--- src/rtl/multi_tap_echo.sv ---
// rtl/multi_tap_echo.sv - multi-tap SRAM echo with optional feedback write
// Compile-time switch: ECHO_SATURATE_EN selects saturating result narrowing (wrap when undefined).
module multi_tap_echo #(
  parameter int DATA_WIDTH = 16,
  parameter int ADDR_WIDTH = 12,
  parameter int TAPS       = 3,
  parameter int WR_OFFSET  = 1,
  parameter int FB_SHIFT   = 1
) (
  input  logic                       clk,
  input  logic                       rst,
  input  logic                       cs,
  input  logic                       my_turn,
  input  logic                       should_save,
  input  logic [DATA_WIDTH-1:0]      data_in,
  input  logic [TAPS*ADDR_WIDTH-1:0] tap_delay,
  input  logic [TAPS*4-1:0]          tap_shift,
  input  logic [TAPS-1:0]            tap_enable,
  input  logic [DATA_WIDTH-1:0]      sram_data_in,
  input  logic                       sram_read_finish,
  input  logic                       sram_write_finish,
  output logic                       sram_rd,
  output logic                       sram_wr,
  output logic [ADDR_WIDTH-1:0]      sram_offset,
  output logic [DATA_WIDTH-1:0]      sram_data_out,
  output logic [DATA_WIDTH-1:0]      data_out,
  output logic                       available,
  output logic                       done
);

  localparam int ACC_W = DATA_WIDTH + 4;
  localparam int RES_W = DATA_WIDTH + 5;
  localparam logic [ADDR_WIDTH-1:0] WR_OFF = ADDR_WIDTH'(WR_OFFSET);

  typedef enum logic [1:0] {IDLE, READ, SAVE, DONE} state_t;
  state_t state, state_nxt;

  // Sample context frozen at start so later input changes cannot disturb it
  logic [DATA_WIDTH-1:0]      cap_data;
  logic                       cap_save;
  logic [TAPS*ADDR_WIDTH-1:0] cap_delay;
  logic [TAPS*4-1:0]          cap_shift;
  logic [TAPS-1:0]            cap_en;

  logic signed [ACC_W-1:0] acc, acc_nxt, rd_sext, rd_term, acc_sum;
  logic [DATA_WIDTH-1:0]   tap0, tap0_nxt, tap0_src;
  logic [3:0]              cur, cur_nxt, first_idx, nxt_idx;
  logic                    first_found, nxt_found, start;
  logic [3:0]              cur_shift;
  logic signed [RES_W-1:0] result, fb, t0_ext, data_ext;

  logic                    rd_nxt, wr_nxt;
  logic [ADDR_WIDTH-1:0]   offset_nxt;
  logic [DATA_WIDTH-1:0]   sdo_nxt, dout_nxt;

  // Fold a wide signed result back to DATA_WIDTH
  function automatic logic [DATA_WIDTH-1:0] narrow(input logic signed [RES_W-1:0] v);
`ifdef ECHO_SATURATE_EN
    logic signed [RES_W-1:0] hi, lo;
    hi = {{(RES_W-DATA_WIDTH+1){1'b0}}, {(DATA_WIDTH-1){1'b1}}};
    lo = ~hi;
    if (v > hi)      narrow = {1'b0, {(DATA_WIDTH-1){1'b1}}};
    else if (v < lo) narrow = {1'b1, {(DATA_WIDTH-1){1'b0}}};
    else             narrow = DATA_WIDTH'(v);
`else
    narrow = DATA_WIDTH'(v);
`endif
  endfunction

  assign start     = cs && my_turn;
  assign rd_sext   = {{4{sram_data_in[DATA_WIDTH-1]}}, sram_data_in};
  assign cur_shift = cap_shift[cur*4 +: 4];
  assign rd_term   = rd_sext >>> cur_shift;
  assign acc_sum   = acc + rd_term;
  assign data_ext  = {{5{cap_data[DATA_WIDTH-1]}}, cap_data};
  assign result    = data_ext + {acc_sum[ACC_W-1], acc_sum};
  // When tap 0 is the last read, its sample is still on the SRAM bus
  assign tap0_src  = (cur == 4'd0) ? sram_data_in : tap0;
  assign t0_ext    = {{5{tap0_src[DATA_WIDTH-1]}}, tap0_src};
  assign fb        = data_ext + (t0_ext >>> FB_SHIFT);

  // Lowest enabled tap of the incoming mask, used for the first read
  always_comb begin
    first_found = 1'b0;
    first_idx   = 4'd0;
    for (int i = TAPS - 1; i >= 0; i--) begin
      if (tap_enable[i]) begin
        first_found = 1'b1;
        first_idx   = 4'(i);
      end
    end
  end

  // Next enabled tap above the one being read; disabled taps are skipped
  always_comb begin
    nxt_found = 1'b0;
    nxt_idx   = 4'd0;
    for (int i = TAPS - 1; i >= 0; i--) begin
      if (cap_en[i] && (i > int'(cur))) begin
        nxt_found = 1'b1;
        nxt_idx   = 4'(i);
      end
    end
  end

  // State register
  always_ff @(posedge clk) begin
    if (!rst) state <= IDLE;
    else      state <= state_nxt;
  end

  // Next-state decode
  always_comb begin
    state_nxt = state;
    case (state)
      IDLE: if (start) begin
        if (first_found)      state_nxt = READ;
        else if (should_save) state_nxt = SAVE;
        else                  state_nxt = DONE;
      end
      READ: if (sram_read_finish && !nxt_found) state_nxt = cap_save ? SAVE : DONE;
      SAVE: if (sram_write_finish) state_nxt = DONE;
      DONE: state_nxt = IDLE;
      default: state_nxt = IDLE;
    endcase
  end

  // Next values for the registered outputs and datapath
  always_comb begin
    rd_nxt     = 1'b0;
    wr_nxt     = 1'b0;
    offset_nxt = sram_offset;
    sdo_nxt    = sram_data_out;
    dout_nxt   = data_out;
    acc_nxt    = acc;
    tap0_nxt   = tap0;
    cur_nxt    = cur;
    case (state)
      IDLE: if (start) begin
        acc_nxt  = '0;
        tap0_nxt = '0;
        cur_nxt  = first_idx;
        if (first_found) begin
          rd_nxt     = 1'b1;
          offset_nxt = tap_delay[first_idx*ADDR_WIDTH +: ADDR_WIDTH];
        end else begin
          dout_nxt = data_in;
          if (should_save) begin
            wr_nxt     = 1'b1;
            offset_nxt = WR_OFF;
            sdo_nxt    = data_in;
          end
        end
      end
      READ: if (sram_read_finish) begin
        acc_nxt = acc_sum;
        if (cur == 4'd0) tap0_nxt = sram_data_in;
        if (nxt_found) begin
          rd_nxt     = 1'b1;
          offset_nxt = cap_delay[nxt_idx*ADDR_WIDTH +: ADDR_WIDTH];
          cur_nxt    = nxt_idx;
        end else begin
          dout_nxt = narrow(result);
          if (cap_save) begin
            wr_nxt     = 1'b1;
            offset_nxt = WR_OFF;
            sdo_nxt    = narrow(fb);
          end
        end
      end
      default: ;
    endcase
  end

  // Output, capture and accumulator registers
  always_ff @(posedge clk) begin
    if (!rst) begin
      cap_data      <= '0;
      cap_save      <= 1'b0;
      cap_delay     <= '0;
      cap_shift     <= '0;
      cap_en        <= '0;
      acc           <= '0;
      tap0          <= '0;
      cur           <= 4'd0;
      sram_rd       <= 1'b0;
      sram_wr       <= 1'b0;
      sram_offset   <= '0;
      sram_data_out <= '0;
      data_out      <= '0;
      available     <= 1'b1;
      done          <= 1'b0;
    end else begin
      if (state == IDLE && start) begin
        cap_data  <= data_in;
        cap_save  <= should_save;
        cap_delay <= tap_delay;
        cap_shift <= tap_shift;
        cap_en    <= tap_enable;
      end
      acc           <= acc_nxt;
      tap0          <= tap0_nxt;
      cur           <= cur_nxt;
      sram_rd       <= rd_nxt;
      sram_wr       <= wr_nxt;
      sram_offset   <= offset_nxt;
      sram_data_out <= sdo_nxt;
      data_out      <= dout_nxt;
      available     <= (state_nxt == IDLE);
      done          <= (state_nxt == DONE);
    end
  end

endmodule

--- config.mk ---
export PLATFORM = sky130hd
export DESIGN_NAME = multi_tap_echo
export DESIGN_NICKNAME = d
export VERILOG_FILES = /design/src/rtl/multi_tap_echo.sv
export SDC_FILE = /design/constraint.sdc
export NUM_CORES = 1
export LEC_CHECK = 0
export ABC_CLOCK_PERIOD_IN_PS = 6500
export BUFFER_PORTS_ARGS = -buffer_cell sky130_fd_sc_hd__buf_2
export CAP_MARGIN = 30
export CORE_MARGIN = 3
export CORE_UTILIZATION = 47
export CTS_CLUSTER_DIAMETER = 150
export CTS_CLUSTER_SIZE = 8
export DETAILED_ROUTE_END_ITERATION = 8
export GPL_ROUTABILITY_DRIVEN = 0
export PLACE_DENSITY_LB_ADDON = 0.12
export RECOVER_POWER = 100
export SLEW_MARGIN = 20
export SYNTH_ARGS = -nofsm -noshare
export SYNTH_HDL_FRONTEND = slang
export SYNTH_SLANG_ARGS = --single-unit
--- constraint.sdc ---
create_clock -name clk -period 6.5 [get_ports clk]
set_input_delay 1.3 -clock clk [delete_from_list [all_inputs] [get_ports clk]]
set_output_delay 1.3 -clock clk [all_outputs]
set_load 0.005 [all_outputs]
After elaboration in Yosys (flattened, before gate mapping). Cells that the tools add are included. Widths: inputs -> output; s select.

Bits in registers: 157. Output and inout bits: 48.

Add/sub/neg operators: 3. Multipliers: 2. Magnitude comparators: 2. Eq/ne operators: 13. Shift-type cells: 4. Multiplexer cells: 59. Reduce and logical (&&, ||, !) cells: 15.

Operators by type and width (count): $mux 16 (13); $pmux 16 s2 (3); $mux 12 (6); $shiftx 36x9->12 (2); $mux 20 (2); $pmux 20 s2 (1); $pmux 12 s2 (1); $add 20x20->20 (1); $mux 4 (5); $sshr 16x4->20 (1); $mux 1 (17); $add 16x15->16 (1); $add 16x16->16 (1); $mux 2 (7); $ne 2x2->1 const B (7); $mul 4x2->6 const B (2); $shiftx 12x7->4 (1); $reduce_and 5->1 (2); $pmux 2 s4 (1); $pmux 4 s2 (1); $reduce_and 7->1 (1); $eq 2x2->1 const B (3); $ne 3x3->1 const B (2); $logic_and 1x1->1 (5); 10 further kinds (12).

Longest topological paths before layout. Gate-level depths: netlist of the first run.

Word-level depth: 9. Mapped depth: 28.

Least setup slack after synthesis of the first run. OpenSTA, ideal clock, no wires.

Path kind: input-to-reg. From: input sram_data_in[15]. To: register data_out[14]. Setup time: 0.135 ns. Data arrival time: 5.083 ns. Slack: 1.282 ns. Stages on the path: 23. Path buffers: 1. Cells stage by stage: clkbuf_1 -> mux2i_1 -> mux2i_1 -> mux2i_1 -> a21oi_1 -> ha_1 -> inv_1 -> fa_1 -> nor2b_1 -> o21ai_0 -> a21boi_1 -> o21a_1 -> o211ai_1 -> nor2b_1 -> xnor2_1 -> ha_1 -> and2_1 -> a221o_1 -> a21oi_1 -> o221ai_1 -> a31oi_1 -> xor2_1 -> a21oi_1.

Word-level cells in the longest chain between the ends: 6.

RTL lines: from (decl) (RTL line 19) `input logic [DATA_WIDTH-1:0] sram_data_in,`; $sshr 16x4->20 (RTL line 73) `assign rd_term = rd_sext >>> cur_shift;`; $add 20x20->20 (RTL line 74) `assign acc_sum = acc + rd_term;`; $add 16x16->16 (RTL line 76) `assign result = data_ext + {acc_sum[ACC_W-1], acc_sum};`; $mux 16 (RTL line 158) `if (nxt_found) begin`; $mux 16 (RTL line 155) `READ: if (sram_read_finish) begin`; $pmux 16 s2 (RTL line 138) `case (state)`; to (signal assigned) (RTL line 208) `data_out <= dout_nxt;`; to (decl) (RTL line 26) `output logic [DATA_WIDTH-1:0] data_out,`.

Every way passes these cells. The select of a mux whose other input is x is not followed. A chain may end at the register's enable or synchronous reset.

Worst setup path in the final report of the first run.
From: register cur[0]. To: register data_out[14].

Word-level cells in the longest chain between the ends: 7. Elaborated cells on any way between the ends: 15. Classes of those cells: add/sub: 2; order compare: 2; eq/ne: 1; shift: 2; mux: 5; reduce/logical: 3.

RTL lines: from (decl) (RTL line 47) `logic [3:0] cur, cur_nxt, first_idx, nxt_idx;`; from (signal assigned) (RTL line 203) `cur <= cur_nxt;`; $shiftx 12x7->4 (RTL line 72) `assign cur_shift = cap_shift[cur*4 +: 4];`; $sshr 16x4->20 (RTL line 73); $add 20x20->20 (RTL line 74); $add 16x16->16 (RTL line 76); $mux 16 (RTL line 158); $mux 16 (RTL line 155); $pmux 16 s2 (RTL line 138).

Several ways; a longest one is shown, not always the timed one. The select of a mux whose other input is x is not followed.

==> results of run 1 <==
-- area by class of cell --
type | count | area (um2)
sequential | 138 | 2760
multi-input combinational | 852 | 5780
clock buffer | 17 | 425
fill | 1796 | 8070
antenna | 1 | 2.50
timing repair buffer | 155 | 788
inverter | 17 | 63.8
tap | 229 | 287
clock inverter | 15 | 153
-- Yosys cell counts (all sizes together) (3+ instances only) --
cell / n / share of area (%)
or3: 3 / 0.21
nand2: 184 / 7.7
a21o: 16 / 1.3
a211oi: 11 / 0.92
and3: 4 / 0.28
o21ai: 42 / 2.4
nand2b: 13 / 0.91
o211ai: 15 / 1.4
and2: 13 / 0.91
nand3: 20 / 1.1
a31o: 4 / 0.39
or2: 3 / 0.21
o211a: 21 / 2.4
o21a: 3 / 0.25
mux2i: 50 / 5.6
clkbuf: 47 / 2.0
a22oi: 34 / 2.9
xor2: 18 / 1.8
dfxtp: 138 / 31
o2111ai: 3 / 0.29
a31oi: 17 / 1.2
nor3: 9 / 0.56
mux2: 21 / 2.7
nor4: 3 / 0.28
fa: 3 / 0.67
inv: 17 / 0.71
buf: 26 / 1.7
xnor2: 20 / 2.0
o22ai: 12 / 0.84
a311oi: 3 / 0.29
o21bai: 7 / 0.59
a21oi: 72 / 4.2
ha: 50 / 7.0
nor2b: 38 / 2.7
a211o: 3 / 0.29
nand4: 5 / 0.35
a21boi: 61 / 5.1
nor2: 43 / 1.9
-- how the worst max path moves through the flow --
| stage | from | end | slack (ns) | depth (start not counted) |
|---|---|---|---|---|
| 2_1_floorplan | sram_data_in[15] | data_out[14]$_SDFFE_PN0P_ | 1.28 | 23 |
| 3_3_place_gp | sram_data_in[15] | data_out[14]$_SDFFE_PN0P_ | 0.87 | 23 |
| 3_5_place_dp | sram_data_in[15] | data_out[14]$_SDFFE_PN0P_ | 0.74 | 23 |
| 4_1_cts | cur[0]$_SDFFE_PN0P_ | data_out[14]$_SDFFE_PN0P_ | 0.86 | 25 |
| 5_1_grt | cur[0]$_SDFFE_PN0P_ | data_out[14]$_SDFFE_PN0P_ | 0.22 | 25 |
| 6_report | cur[0]$_SDFFE_PN0P_ | data_out[14]$_SDFFE_PN0P_ | 0.76 | 25 |
-- power by group --
part,total (mW),internal (mW),switching (mW)
combinational,0.804,0.326,0.478
sequential,0.930,0.895,0.0347
clock,0.960,0.540,0.421
total,2.69,1.76,0.933
-- flip-flops by register name, indices dropped and copies added (netlist names), 12 cells and up --
name           cells
cap_delay         24
acc               16
cap_data          16
data_out          16
sram_data_out     16
tap0              15
cap_shift         12
sram_offset       12
-- metrics by stage --
stage,instances,util [%],instance area [um2],power [mW],hold WS (ns)
after floorplan,1080,-,8940,1.51,0.443
after global placement,1387,52.9,9700,1.74,0.444
after detailed placement,1387,52.9,9700,1.74,0.453
after CTS,1419,56.1,10300,2.70,0.466
after global routing,1424,56.0,10300,2.85,0.490
final,1424,56.0,10300,2.69,0.466
-- per-layer routing --
layer | vias to the layer above | track usage, % | share of wire [%]
li1 | 4108 | - | -
met1 | 3833 | 34.8 | 48
met2 | 191 | 40.6 | 46
met3 | 26 | 4.76 | 5.1
met4 | 0 | 5.50 | 1.1
met5 | - | 0 | 0
-- worst reg2reg max path, cell delays in order (launching register included) --
cell                        delay [ns]
sky130_fd_sc_hd__dfxtp_1          0.54
sky130_fd_sc_hd__mux2i_1          0.18
sky130_fd_sc_hd__o2bb2ai_4        0.56
sky130_fd_sc_hd__mux2_2           0.27
sky130_fd_sc_hd__nor2_1           0.04
sky130_fd_sc_hd__a211oi_1         0.24
sky130_fd_sc_hd__a211oi_1         0.09
sky130_fd_sc_hd__a21oi_1          0.19
sky130_fd_sc_hd__ha_1             0.21
sky130_fd_sc_hd__inv_1            0.05
sky130_fd_sc_hd__fa_1             0.40
sky130_fd_sc_hd__nor2b_1          0.11
sky130_fd_sc_hd__o21ai_0          0.09
sky130_fd_sc_hd__a21boi_0         0.30
sky130_fd_sc_hd__o21a_1           0.19
sky130_fd_sc_hd__o211ai_1         0.11
sky130_fd_sc_hd__nor2b_1          0.18
sky130_fd_sc_hd__xnor2_1          0.18
sky130_fd_sc_hd__ha_1             0.31
sky130_fd_sc_hd__and2_0           0.23
sky130_fd_sc_hd__a221o_1          0.33
sky130_fd_sc_hd__a21oi_1          0.15
sky130_fd_sc_hd__o221ai_1         0.17
sky130_fd_sc_hd__a31oi_1          0.24
sky130_fd_sc_hd__xor2_1           0.16
sky130_fd_sc_hd__a21oi_1          0.08
-- cells by family after synthesis --
| group | count (synthesis) | synth area share, % |
|---|---|---|
| and+or+nand+nor | 346 | 17.9 |
| AOI/OAI and AO/OA | 344 | 27.1 |
| DFF | 138 | 30.9 |
| buffers and inverters | 90 | 4.37 |
| muxes | 71 | 8.29 |
| adders and majority gates | 53 | 7.67 |
| xor gates and xnor gates | 38 | 3.72 |
==> impl_metrics.prom, run 1 <==
# TYPE chip_impl_metric gauge
chip_impl_metric{name="ff2ff_path_depth",unit=""} 25
chip_impl_info{name="r2r-end",value="data_out[14]$_SDFFE_PN0P_"} 1
chip_impl_metric{name="maximum_vdd_ir_drop",unit="V"} 0.000168
chip_impl_info{name="cts_tree",value="built"} 1
chip_impl_metric{name="fin_worst_skew",unit="ns"} 0.0105
chip_impl_metric{name="core_area",unit="um2"} 18300
chip_impl_metric{name="postCtsHoldBufs",unit=""} 0
chip_impl_info{name="cts.root.buffer_cell",value="sky130_fd_sc_hd__clkbuf_16"} 1
chip_impl_metric{name="avgRoutedWirePerCell",unit="um"} 17.9
chip_impl_metric{name="cts.reportedPaths.clkPinSlew",unit="ns"} 0.06
chip_impl_info{name="worstHoldStart",value="cap_shift[3]$_SDFFE_PN0P_"} 1
chip_impl_metric{name="syn2layout_area_growth",unit="%"} 14.9
chip_impl_info{name="min-delay-path-class",value="reg -> reg"} 1
chip_impl_metric{name="floorplan.die.width",unit="um"} 144
chip_impl_info{name="worst_r2r_startpoint",value="cur[0]$_SDFFE_PN0P_"} 1
chip_impl_metric{name="synth-async-reset-ratio",unit="%"} 0
chip_impl_metric{name="drive_gt1_share",unit="%"} 16.0
chip_impl_metric{name="final_number_of_hold_violating_endpoints",unit=""} 0
chip_impl_metric{name="final.setup.tns",unit="ns"} 0
chip_impl_info{name="hold-path-endpoint",value="cap_shift[3]$_SDFFE_PN0P_"} 1
chip_impl_metric{name="finalWirelength",unit="um"} 25500
chip_impl_metric{name="initial_antenna_violation_count",unit=""} 1
chip_impl_info{name="violations",value="max-capacitance violations, max-slew violations"} 1
chip_impl_metric{name="ys_seq_area_share",unit="%"} 30.9
chip_impl_info{name="endpoint_kind",value="flip-flop"} 1
chip_impl_metric{name="fp.dieArea",unit="um2"} 20700
chip_impl_metric{name="synth_cell_type_count",unit=""} 76
chip_impl_metric{name="critical_path_required",unit="ns"} 6.78
chip_impl_info{name="grt_setup_unrepaired",value="no"} 1
chip_impl_info{name="cp_dominant_cell_by_count",value="sky130_fd_sc_hd__a21oi_1"} 1
chip_impl_metric{name="clock.fmax",unit="MHz"} 174
chip_impl_info{name="synth_flop_cell",value="sky130_fd_sc_hd__dfxtp_1"} 1
chip_impl_metric{name="std_cell_rows",unit=""} 49
chip_impl_metric{name="total_global_routing_track_utilization",unit="%"} 25.1
chip_impl_metric{name="global_route.overflow_total",unit=""} 0
chip_impl_metric{name="avgViaCountPerCell",unit=""} 5.73
chip_impl_metric{name="power_per_cell_area",unit="nW/um2"} 262
chip_impl_metric{name="grt_pass1_wl",unit="um"} 41300
chip_impl_metric{name="synth_cells",unit=""} 1080
chip_impl_metric{name="max_slew_violation_count",unit=""} 204
chip_impl_info{name="timing.setup.critical_path_class",value="reg -> reg"} 1
chip_impl_metric{name="cp_slowest_stage_delay",unit="ns"} 0.56
chip_impl_metric{name="drt-pass1-iter-count",unit=""} 5
chip_impl_metric{name="ant_nets",unit=""} 0
chip_impl_metric{name="min_delay_path_depth",unit=""} 2
chip_impl_info{name="most_frequent_cells_in_the_layout",value="184 x sky130_fd_sc_hd__nand2_1, 138 x sky130_fd_sc_hd__dfxtp_1, 102 x sky130_fd_sc_hd__buf_2"} 1
chip_impl_info{name="critPathSlowestCell",value="sky130_fd_sc_hd__o2bb2ai_4"} 1
chip_impl_metric{name="final_critical_path_setup_slack",unit="ns"} 0.765
chip_impl_metric{name="final.period_utilization",unit="%"} 88.2
chip_impl_metric{name="grt_max_degree",unit=""} 88
chip_impl_metric{name="synth_enable_flop_cells",unit=""} 0
chip_impl_metric{name="yosys_warnings",unit=""} 0
chip_impl_metric{name="setup_viol",unit=""} 0
chip_impl_metric{name="cts_htree_levels",unit=""} 4
chip_impl_metric{name="slew_at_the_pin_closest_to_its_max_slew_limit",unit="ns"} 3.21
chip_impl_metric{name="timing.max_slew.rel_slack",unit="%"} -114
chip_impl_metric{name="cp_max_fo",unit=""} 18
chip_impl_metric{name="clockBufferDepth",unit=""} 2
chip_impl_metric{name="dr_total_vias",unit=""} 8158
chip_impl_metric{name="cts_repair_resize_count",unit=""} 0
chip_impl_metric{name="post-cts-setup-buffer-count",unit=""} 0
chip_impl_metric{name="final_net_count",unit=""} 1324
chip_impl_metric{name="count_of_unresolved_drc_violations_after_routing",unit=""} 0
chip_impl_metric{name="critPathBufInv",unit=""} 1
chip_impl_metric{name="synth_area_per_cell",unit="um2"} 8.28
chip_impl_metric{name="syn-cell-area",unit="um2"} 8940
chip_impl_metric{name="grt_pass1_vias",unit=""} 7967
chip_impl_metric{name="r2r_slack",unit="ns"} 0.76
chip_impl_info{name="crit_path_start_kind",value="flip-flop"} 1
chip_impl_metric{name="pre_cts_setup_slack",unit="ns"} 0.737
chip_impl_metric{name="cts_made_buffers",unit=""} 17
chip_impl_metric{name="min_period",unit="ns"} 5.74
chip_impl_metric{name="place.detailed.hpwl",unit="um"} 18400
chip_impl_metric{name="max_cap_violations",unit=""} 3
chip_impl_metric{name="leakagePower",unit="nW"} 4.36
chip_impl_metric{name="initial_utilization",unit="%"} 48.8
chip_impl_info{name="mostFrequentLayoutCell",value="sky130_fd_sc_hd__nand2_1"} 1
chip_impl_metric{name="clock_latency",unit="ns"} 0.43
chip_impl_metric{name="floorplan.io_pins",unit=""} 138
chip_impl_metric{name="synth_seq_cells",unit=""} 138
chip_impl_metric{name="clkSinkCount",unit=""} 138
chip_impl_metric{name="drt_iter0_drc",unit=""} 430
chip_impl_info{name="outcome",value="finished, violations left"} 1
chip_impl_metric{name="cp_data_arrival_time",unit="ns"} 6.02
chip_impl_metric{name="port_buffers",unit=""} 137
chip_impl_metric{name="synthesized_net_count",unit=""} 1223
chip_impl_metric{name="die-height",unit="um"} 144
chip_impl_info{name="cp_top_family",value="compound AO/OA/AOI/OAI gates"} 1
No activity file was read; power rests on OpenSTA's default activity.
==> run 2, diff against run 1 <==
Settings changed: ABC_CLOCK_PERIOD_IN_PS 6500 to 5450.
Clock period 6.5 ns to 5.45 ns, I/O delays scaled along.
==> impl_metrics.prom, run 2 (synthesis results as in run 1) <==
# TYPE chip_impl_metric gauge
chip_impl_metric{name="final_number_of_hold_violating_endpoints",unit=""} 0
chip_impl_info{name="crit_path_start_kind",value="flip-flop"} 1
chip_impl_metric{name="syn2layout_area_growth",unit="%"} 17.7
chip_impl_metric{name="utilization",unit="%"} 57.4
chip_impl_metric{name="pre_cts_setup_slack",unit="ns"} 0.0762
chip_impl_metric{name="grt_max_degree",unit=""} 94
chip_impl_metric{name="max_slew_violation_count",unit=""} 150
chip_impl_metric{name="core_area",unit="um2"} 18300
chip_impl_metric{name="avgRoutedWirePerCell",unit="um"} 18.2
chip_impl_info{name="timing.setup.critical_path_class",value="reg -> reg"} 1
chip_impl_metric{name="cp_max_fo",unit=""} 5
chip_impl_metric{name="wl_met2",unit="um"} 11800
chip_impl_metric{name="initial_antenna_violation_count",unit=""} 1
chip_impl_metric{name="drive_gt1_share",unit="%"} 18.1
chip_impl_info{name="cts_tree",value="built"} 1
chip_impl_metric{name="maximum_vdd_ir_drop",unit="V"} 0.000231
chip_impl_metric{name="instances_no_fill",unit=""} 1444
chip_impl_metric{name="ff2ff_path_depth",unit=""} 21
chip_impl_metric{name="avgViaCountPerCell",unit=""} 5.77
chip_impl_info{name="startpoint",value="cur[0]$_SDFFE_PN0P_"} 1
chip_impl_metric{name="total_global_routing_track_utilization",unit="%"} 25.6
chip_impl_metric{name="global_route.overflow_total",unit=""} 0
chip_impl_metric{name="netSwitchingFraction",unit="%"} 34.8
chip_impl_info{name="r2r-end",value="data_out[14]$_SDFFE_PN0P_"} 1
chip_impl_metric{name="clock.fmax",unit="MHz"} 194
chip_impl_metric{name="floorplan.die.width",unit="um"} 144
chip_impl_metric{name="grt_pass1_wl",unit="um"} 41800
chip_impl_metric{name="die-height",unit="um"} 144
chip_impl_metric{name="power_per_cell_area",unit="nW/um2"} 319
chip_impl_metric{name="timing.max_slew.rel_slack",unit="%"} -90.2
chip_impl_metric{name="share_clk_of_total_power",unit="%"} 37.0
chip_impl_metric{name="clock_latency",unit="ns"} 0.44
chip_impl_metric{name="largest_register_ff_count",unit=""} 24
chip_impl_info{name="top_signal_layer_used",value="met4"} 1
chip_impl_metric{name="clkSinkCount",unit=""} 138
chip_impl_metric{name="place.detailed.hpwl",unit="um"} 18600
chip_impl_metric{name="grt_pass1_vias",unit=""} 7979
chip_impl_info{name="mostFrequentLayoutCell",value="sky130_fd_sc_hd__nand2_1"} 1
chip_impl_metric{name="final_critical_path_setup_slack",unit="ns"} 0.295
chip_impl_metric{name="switchingPower",unit="mW"} 1.17
chip_impl_metric{name="fin_worst_skew",unit="ns"} 0.0120
chip_impl_metric{name="share_comb_of_total_power",unit="%"} 30.0
chip_impl_metric{name="met3_length",unit="um"} 1570
chip_impl_info{name="outcome",value="finished, violations left"} 1
chip_impl_metric{name="initial_utilization",unit="%"} 48.8
chip_impl_metric{name="leakagePower",unit="nW"} 4.50
chip_impl_metric{name="cp_data_arrival_time",unit="ns"} 5.44
chip_impl_metric{name="min_delay_path_depth",unit=""} 2
chip_impl_metric{name="cts.reportedPaths.clkPinSlew",unit="ns"} 0.07
chip_impl_metric{name="drt-pass1-iter-count",unit=""} 5
chip_impl_metric{name="slew_at_the_pin_closest_to_its_max_slew_limit",unit="ns"} 2.85
chip_impl_metric{name="std_cell_rows",unit=""} 49
chip_impl_info{name="most_frequent_cells_in_the_layout",value="183 x sky130_fd_sc_hd__nand2_1, 137 x sky130_fd_sc_hd__dfxtp_1, 98 x sky130_fd_sc_hd__buf_2"} 1
chip_impl_metric{name="drt_iter0_drc",unit=""} 453
chip_impl_metric{name="cts_made_buffers",unit=""} 17
chip_impl_metric{name="cts_htree_levels",unit=""} 4
chip_impl_metric{name="min_period",unit="ns"} 5.16
chip_impl_metric{name="setup_viol",unit=""} 0
chip_impl_metric{name="count_of_unresolved_drc_violations_after_routing",unit=""} 0
chip_impl_metric{name="max_cap_violations",unit=""} 3
chip_impl_metric{name="fp.dieArea",unit="um2"} 20700
chip_impl_metric{name="critical_path_required",unit="ns"} 5.74
chip_impl_info{name="register_with_the_highest_flop_count",value="cap_delay"} 1
chip_impl_info{name="critPathCapture",value="data_out[14]$_SDFFE_PN0P_"} 1
chip_impl_info{name="min-delay-path-class",value="reg -> reg"} 1
chip_impl_metric{name="internal_power",unit="mW"} 2.19
chip_impl_metric{name="dr_total_vias",unit=""} 8330
chip_impl_metric{name="r2r_slack",unit="ns"} 0.29
chip_impl_info{name="worst_r2r_startpoint",value="cur[0]$_SDFFE_PN0P_"} 1
chip_impl_metric{name="seqPwrFrac",unit="%"} 33.0
chip_impl_info{name="violations",value="max-capacitance violations, max-slew violations"} 1
chip_impl_info{name="endpoint_kind",value="flip-flop"} 1
chip_impl_metric{name="finalWirelength",unit="um"} 26300
chip_impl_metric{name="ant_nets",unit=""} 0
chip_impl_metric{name="clockBufferDepth",unit=""} 2
chip_impl_metric{name="port_buffers",unit=""} 137
chip_impl_metric{name="met1Wirelength",unit="um"} 12600
chip_impl_metric{name="final.period_utilization",unit="%"} 94.6
chip_impl_metric{name="placedCellCount",unit=""} 1397
chip_impl_info{name="cts.root.buffer_cell",value="sky130_fd_sc_hd__clkbuf_16"} 1
chip_impl_metric{name="final_net_count",unit=""} 1344
chip_impl_metric{name="floorplan.io_pins",unit=""} 138
## run 2: cell count changes in the layout (fill, tap and decap cells not counted), sizes merged
| cell | delta |
|---|---|
| clkbuf | +6 |
| bufinv | +1 |
| buf | +13 |
| o21ai | +1 |
| clkinvlp | -3 |
| clkinv | -1 |
| inv | +3 |
## run 2: metal layers
metal	up-vias	global-route usage (%)
met5	-	0
met4	0	6.39
met3	26	5.72
met2	223	40.6
met1	3936	35.4
li1	4145	-
## run 2: final cells by class
class / instances / area (um2)
Clock buffer: 17 / 425
Inverter: 17 / 63.8
Antenna cell: 1 / 2.50
Clock inverter: 15 / 199
Tap cell: 229 / 287
Multi-Input combinational cell: 853 / 5860
Sequential cell: 138 / 2760
Timing Repair Buffer: 174 / 920
Fill cell: 1762 / 7810
## run 2: power groups by stage
stage | Sequential [mW] | Combinational, mW | Clock (mW)
2_1_floorplan | 1.12 | 0.688 | 0
3_3_place_gp | 1.13 | 0.963 | 0
3_5_place_dp | 1.13 | 0.967 | 0
4_1_cts | 1.11 | 0.975 | 1.26
5_1_grt | 1.11 | 1.11 | 1.31
6_report | 1.11 | 1.00 | 1.24
## run 2: metrics by stage
stage               TNS [ns]  area (um2)  power [mW]  hold slack [ns]
finish                     0       10500        3.35            0.455
global route          -0.123       10500        3.54            0.484
CTS                        0       10400        3.35            0.457
detailed placement         0        9800        2.09            0.447
global placement           0        9780        2.09            0.447
floorplan                  0        8940        1.81            0.443
## run 2: worst min path at each step
stage / start / to / slack, ns
CTS: sram_offset[1]$_SDFFE_PN0P_ / sram_offset[1]$_SDFFE_PN0P_ / 0.46
floorplan: cap_shift[0]$_SDFFE_PN0P_ / cap_shift[0]$_SDFFE_PN0P_ / 0.44
detailed placement: sram_offset[1]$_SDFFE_PN0P_ / sram_offset[1]$_SDFFE_PN0P_ / 0.45
global placement: sram_offset[1]$_SDFFE_PN0P_ / sram_offset[1]$_SDFFE_PN0P_ / 0.45
global route: sram_offset[1]$_SDFFE_PN0P_ / sram_offset[1]$_SDFFE_PN0P_ / 0.48
finish: sram_offset[1]$_SDFFE_PN0P_ / sram_offset[1]$_SDFFE_PN0P_ / 0.45
## run 2: worst max-delay path: stages (launching register included)
cell and delay [ns]:
sky130_fd_sc_hd__dfxtp_1 0.37, sky130_fd_sc_hd__mux2i_1 0.44, sky130_fd_sc_hd__o21ai_4 0.15, sky130_fd_sc_hd__buf_4 0.16, sky130_fd_sc_hd__nor2_2 0.10, sky130_fd_sc_hd__mux2_1 0.32
sky130_fd_sc_hd__mux2_2 0.29, sky130_fd_sc_hd__o21a_1 0.22, sky130_fd_sc_hd__ha_1 0.33, sky130_fd_sc_hd__a21oi_1 0.26, sky130_fd_sc_hd__a21oi_2 0.13, sky130_fd_sc_hd__nor3_2 0.20
sky130_fd_sc_hd__o21ai_0 0.15, sky130_fd_sc_hd__xor2_1 0.28, sky130_fd_sc_hd__ha_1 0.33, sky130_fd_sc_hd__and2_1 0.19, sky130_fd_sc_hd__a221o_1 0.30, sky130_fd_sc_hd__a21oi_1 0.15
sky130_fd_sc_hd__o221ai_1 0.17, sky130_fd_sc_hd__a31oi_1 0.23, sky130_fd_sc_hd__xor2_1 0.16, sky130_fd_sc_hd__a21oi_1 0.08
## run 2: timing repair
item                                    CTS  global route
hold endpoints to repair                  0             0
buffers inserted                          0            12
hold buffers                              0             0
endpoints found under the setup margin    0             9
gates resized for setup                   0            21
==> run 3, diff against run 2 <==
Settings changed: BUFFER_PORTS_ARGS -buffer_cell sky130_fd_sc_hd__buf_2 to default, DONT_BUFFER_PORTS from default to 1.
==> impl_metrics.prom, run 3 (synthesis results as in run 1) <==
# TYPE chip_impl_metric gauge
chip_impl_metric{name="avgViaCountPerCell",unit=""} 5.95
chip_impl_metric{name="min_period",unit="ns"} 5.15
chip_impl_metric{name="post_placement_cell_area",unit="um2"} 9060
chip_impl_info{name="cts.root.buffer_cell",value="sky130_fd_sc_hd__clkbuf_16"} 1
chip_impl_info{name="crit_path_start_kind",value="flip-flop"} 1
chip_impl_metric{name="clock_latency",unit="ns"} 0.42
chip_impl_info{name="r2r-end",value="data_out[14]$_SDFFE_PN0P_"} 1
chip_impl_metric{name="avgRoutedWirePerCell",unit="um"} 19.7
chip_impl_info{name="cts_tree",value="built"} 1
chip_impl_metric{name="global_route.overflow_total",unit=""} 0
chip_impl_metric{name="ff2ff_path_depth",unit=""} 24
chip_impl_metric{name="max_cap_violations",unit=""} 4
chip_impl_metric{name="placedCellCount",unit=""} 1256
chip_impl_info{name="timing.setup.critical_path_class",value="reg -> reg"} 1
chip_impl_info{name="outcome",value="finished, violations left"} 1
chip_impl_metric{name="final_critical_path_setup_slack",unit="ns"} 0.297
chip_impl_metric{name="drt-pass1-iter-count",unit=""} 5
chip_impl_metric{name="max_slew_violation_count",unit=""} 184
chip_impl_info{name="min-delay-path-class",value="reg -> reg"} 1
chip_impl_metric{name="antenna_cells",unit=""} 0
chip_impl_metric{name="port_buffers",unit=""} 0
chip_impl_metric{name="power_per_cell_area",unit="nW/um2"} 327
chip_impl_metric{name="syn2layout_area_growth",unit="%"} 9.08
chip_impl_metric{name="core_area",unit="um2"} 18300
chip_impl_metric{name="cp_data_arrival_time",unit="ns"} 5.43
chip_impl_info{name="endpoint_kind",value="flip-flop"} 1
chip_impl_metric{name="grt_pass1_wl",unit="um"} 40200
chip_impl_info{name="startpoint",value="cur[0]$_SDFFE_PN0P_"} 1
chip_impl_metric{name="grt_pass1_vias",unit=""} 7312
chip_impl_metric{name="initial_utilization",unit="%"} 48.8
chip_impl_metric{name="drt_iter0_drc",unit=""} 385
chip_impl_metric{name="total_global_routing_track_utilization",unit="%"} 24.5
chip_impl_info{name="mostFrequentLayoutCell",value="sky130_fd_sc_hd__nand2_1"} 1
chip_impl_metric{name="cts_htree_levels",unit=""} 4
chip_impl_metric{name="critical_path_required",unit="ns"} 5.73
chip_impl_metric{name="utilization",unit="%"} 53.2
chip_impl_metric{name="die-height",unit="um"} 144
chip_impl_metric{name="dr_total_vias",unit=""} 7721
chip_impl_metric{name="finalWirelength",unit="um"} 25500
chip_impl_metric{name="r2r_slack",unit="ns"} 0.30
chip_impl_metric{name="clkSinkCount",unit=""} 138
chip_impl_metric{name="final.period_utilization",unit="%"} 94.5
chip_impl_metric{name="count_of_unresolved_drc_violations_after_routing",unit=""} 0
chip_impl_metric{name="drive_gt1_share",unit="%"} 9.83
chip_impl_metric{name="postCtsHoldBufs",unit=""} 0
chip_impl_metric{name="setup_viol",unit=""} 0
chip_impl_metric{name="leakagePower",unit="nW"} 3.97
chip_impl_metric{name="largest_register_ff_count",unit=""} 24
chip_impl_metric{name="clock.fmax",unit="MHz"} 194
chip_impl_metric{name="instances_no_fill",unit=""} 1297
chip_impl_info{name="register_with_the_highest_flop_count",value="cap_delay"} 1
chip_impl_metric{name="std_cell_rows",unit=""} 49
chip_impl_metric{name="multi_input_comb_area",unit="um2"} 5830
chip_impl_metric{name="initial_antenna_violation_count",unit=""} 0
chip_impl_metric{name="maximum_vdd_ir_drop",unit="V"} 0.000206
chip_impl_metric{name="floorplan.die.width",unit="um"} 144
chip_impl_metric{name="floorplan.io_pins",unit=""} 138
chip_impl_metric{name="final_net_count",unit=""} 1198
chip_impl_info{name="critPathCapture",value="data_out[14]$_SDFFE_PN0P_"} 1
chip_impl_metric{name="regArea",unit="um2"} 2770
chip_impl_info{name="worstHoldStart",value="cap_shift[0]$_SDFFE_PN0P_"} 1
chip_impl_metric{name="slew_at_the_pin_closest_to_its_max_slew_limit",unit="ns"} 2.87
chip_impl_metric{name="fp.dieArea",unit="um2"} 20700
chip_impl_metric{name="cts.reportedPaths.clkPinSlew",unit="ns"} 0.06
chip_impl_metric{name="cp_max_fo",unit=""} 8
chip_impl_info{name="violations",value="max-capacitance violations, max-slew violations"} 1
chip_impl_metric{name="grt_max_degree",unit=""} 145
chip_impl_metric{name="layout.filler_cells",unit=""} 1760
chip_impl_metric{name="clockBufferDepth",unit=""} 2
chip_impl_metric{name="pre_cts_setup_slack",unit="ns"} -0.0439
chip_impl_info{name="worst_r2r_startpoint",value="cur[0]$_SDFFE_PN0P_"} 1
chip_impl_metric{name="ant_nets",unit=""} 0
chip_impl_metric{name="final_number_of_hold_violating_endpoints",unit=""} 0
chip_impl_metric{name="cts_made_buffers",unit=""} 17
chip_impl_metric{name="timing.max_slew.rel_slack",unit="%"} -91.7
chip_impl_metric{name="final_design_area_no_fill",unit="um2"} 9750
chip_impl_metric{name="fin_worst_skew",unit="ns"} 0.0117
chip_impl_info{name="most_frequent_cells_in_the_layout",value="184 x sky130_fd_sc_hd__nand2_1, 136 x sky130_fd_sc_hd__dfxtp_1, 70 x sky130_fd_sc_hd__a21oi_1"} 1
chip_impl_metric{name="place.detailed.hpwl",unit="um"} 18100
[run 3: power breakdown]
group,internal (mW),switching [mW]
sequential,1.07,0.0499
clock,0.685,0.492
combinational,0.369,0.525
total,2.12,1.07
[run 3: layout make-up]
type,instances,area share [%]
multi-input cells,852,59.8
flip-flops and latches,138,28.4
clock buffers,18,4.40
well taps,229,2.94
repair buffers,29,2.21
clock inverters,14,1.63
inverters,17,0.654
[run 3: worst min-delay path by stage]
stage,end,slack [ns],cells past startpoint
after global placement,cap_delay[34]$_SDFFE_PN0P_,0.45,2
after CTS,cap_shift[0]$_SDFFE_PN0P_,0.47,2
after global routing,cap_shift[2]$_SDFFE_PN0P_,0.48,2
final,cap_shift[0]$_SDFFE_PN0P_,0.46,2
after detailed placement,cap_delay[25]$_SDFFE_PN0P_,0.46,2
after floorplan,cap_shift[0]$_SDFFE_PN0P_,0.44,2
[run 3: what timing repair did]
item	in CTS	in global routing
gates cloned	0	0
setup buffers	0	7
setup endpoints to repair	1	9
gates resized for setup	1	19
pin swaps	0	6
[run 3: per-stage QoR]
stage	power [mW]	setup TNS, ns	hold WS, ns
detailed placement	2.00	-0.0439	0.457
global placement	2.00	0	0.453
floorplan	1.81	0	0.443
global route	3.36	-0.0412	0.485
finish	3.19	0	0.463
CTS	3.19	0	0.465
[run 3: layer usage]
metal  vias up  part of all wire [%]  global-route usage [%]
met5         -                     0                       0
met4         0                   1.3                    5.25
met3        19                   6.7                    7.32
met2       177                    45                    37.5
met1      3682                    47                    34.3
li1       3843                     -                       -
[run 3: critical path: stages (launching register included)]
cell and delay [ns]:
sky130_fd_sc_hd__dfxtp_4 0.39, sky130_fd_sc_hd__and2b_4 0.30, sky130_fd_sc_hd__o2bb2ai_4 0.17, sky130_fd_sc_hd__buf_4 0.19, sky130_fd_sc_hd__mux2i_1 0.23, sky130_fd_sc_hd__nor2b_1 0.16, sky130_fd_sc_hd__a211oi_1 0.06, sky130_fd_sc_hd__a211o_1 0.30
sky130_fd_sc_hd__o21a_1 0.13, sky130_fd_sc_hd__ha_1 0.30, sky130_fd_sc_hd__nor2b_1 0.14, sky130_fd_sc_hd__o21ai_1 0.16, sky130_fd_sc_hd__a21boi_1 0.10, sky130_fd_sc_hd__o21a_1 0.19, sky130_fd_sc_hd__o211ai_1 0.21, sky130_fd_sc_hd__nor2b_4 0.22
sky130_fd_sc_hd__xnor2_2 0.08, sky130_fd_sc_hd__ha_1 0.36, sky130_fd_sc_hd__and2_1 0.21, sky130_fd_sc_hd__a221o_1 0.31, sky130_fd_sc_hd__a21oi_1 0.16, sky130_fd_sc_hd__o221ai_1 0.18, sky130_fd_sc_hd__a31oi_1 0.23, sky130_fd_sc_hd__xor2_1 0.16
sky130_fd_sc_hd__a21oi_1 0.07
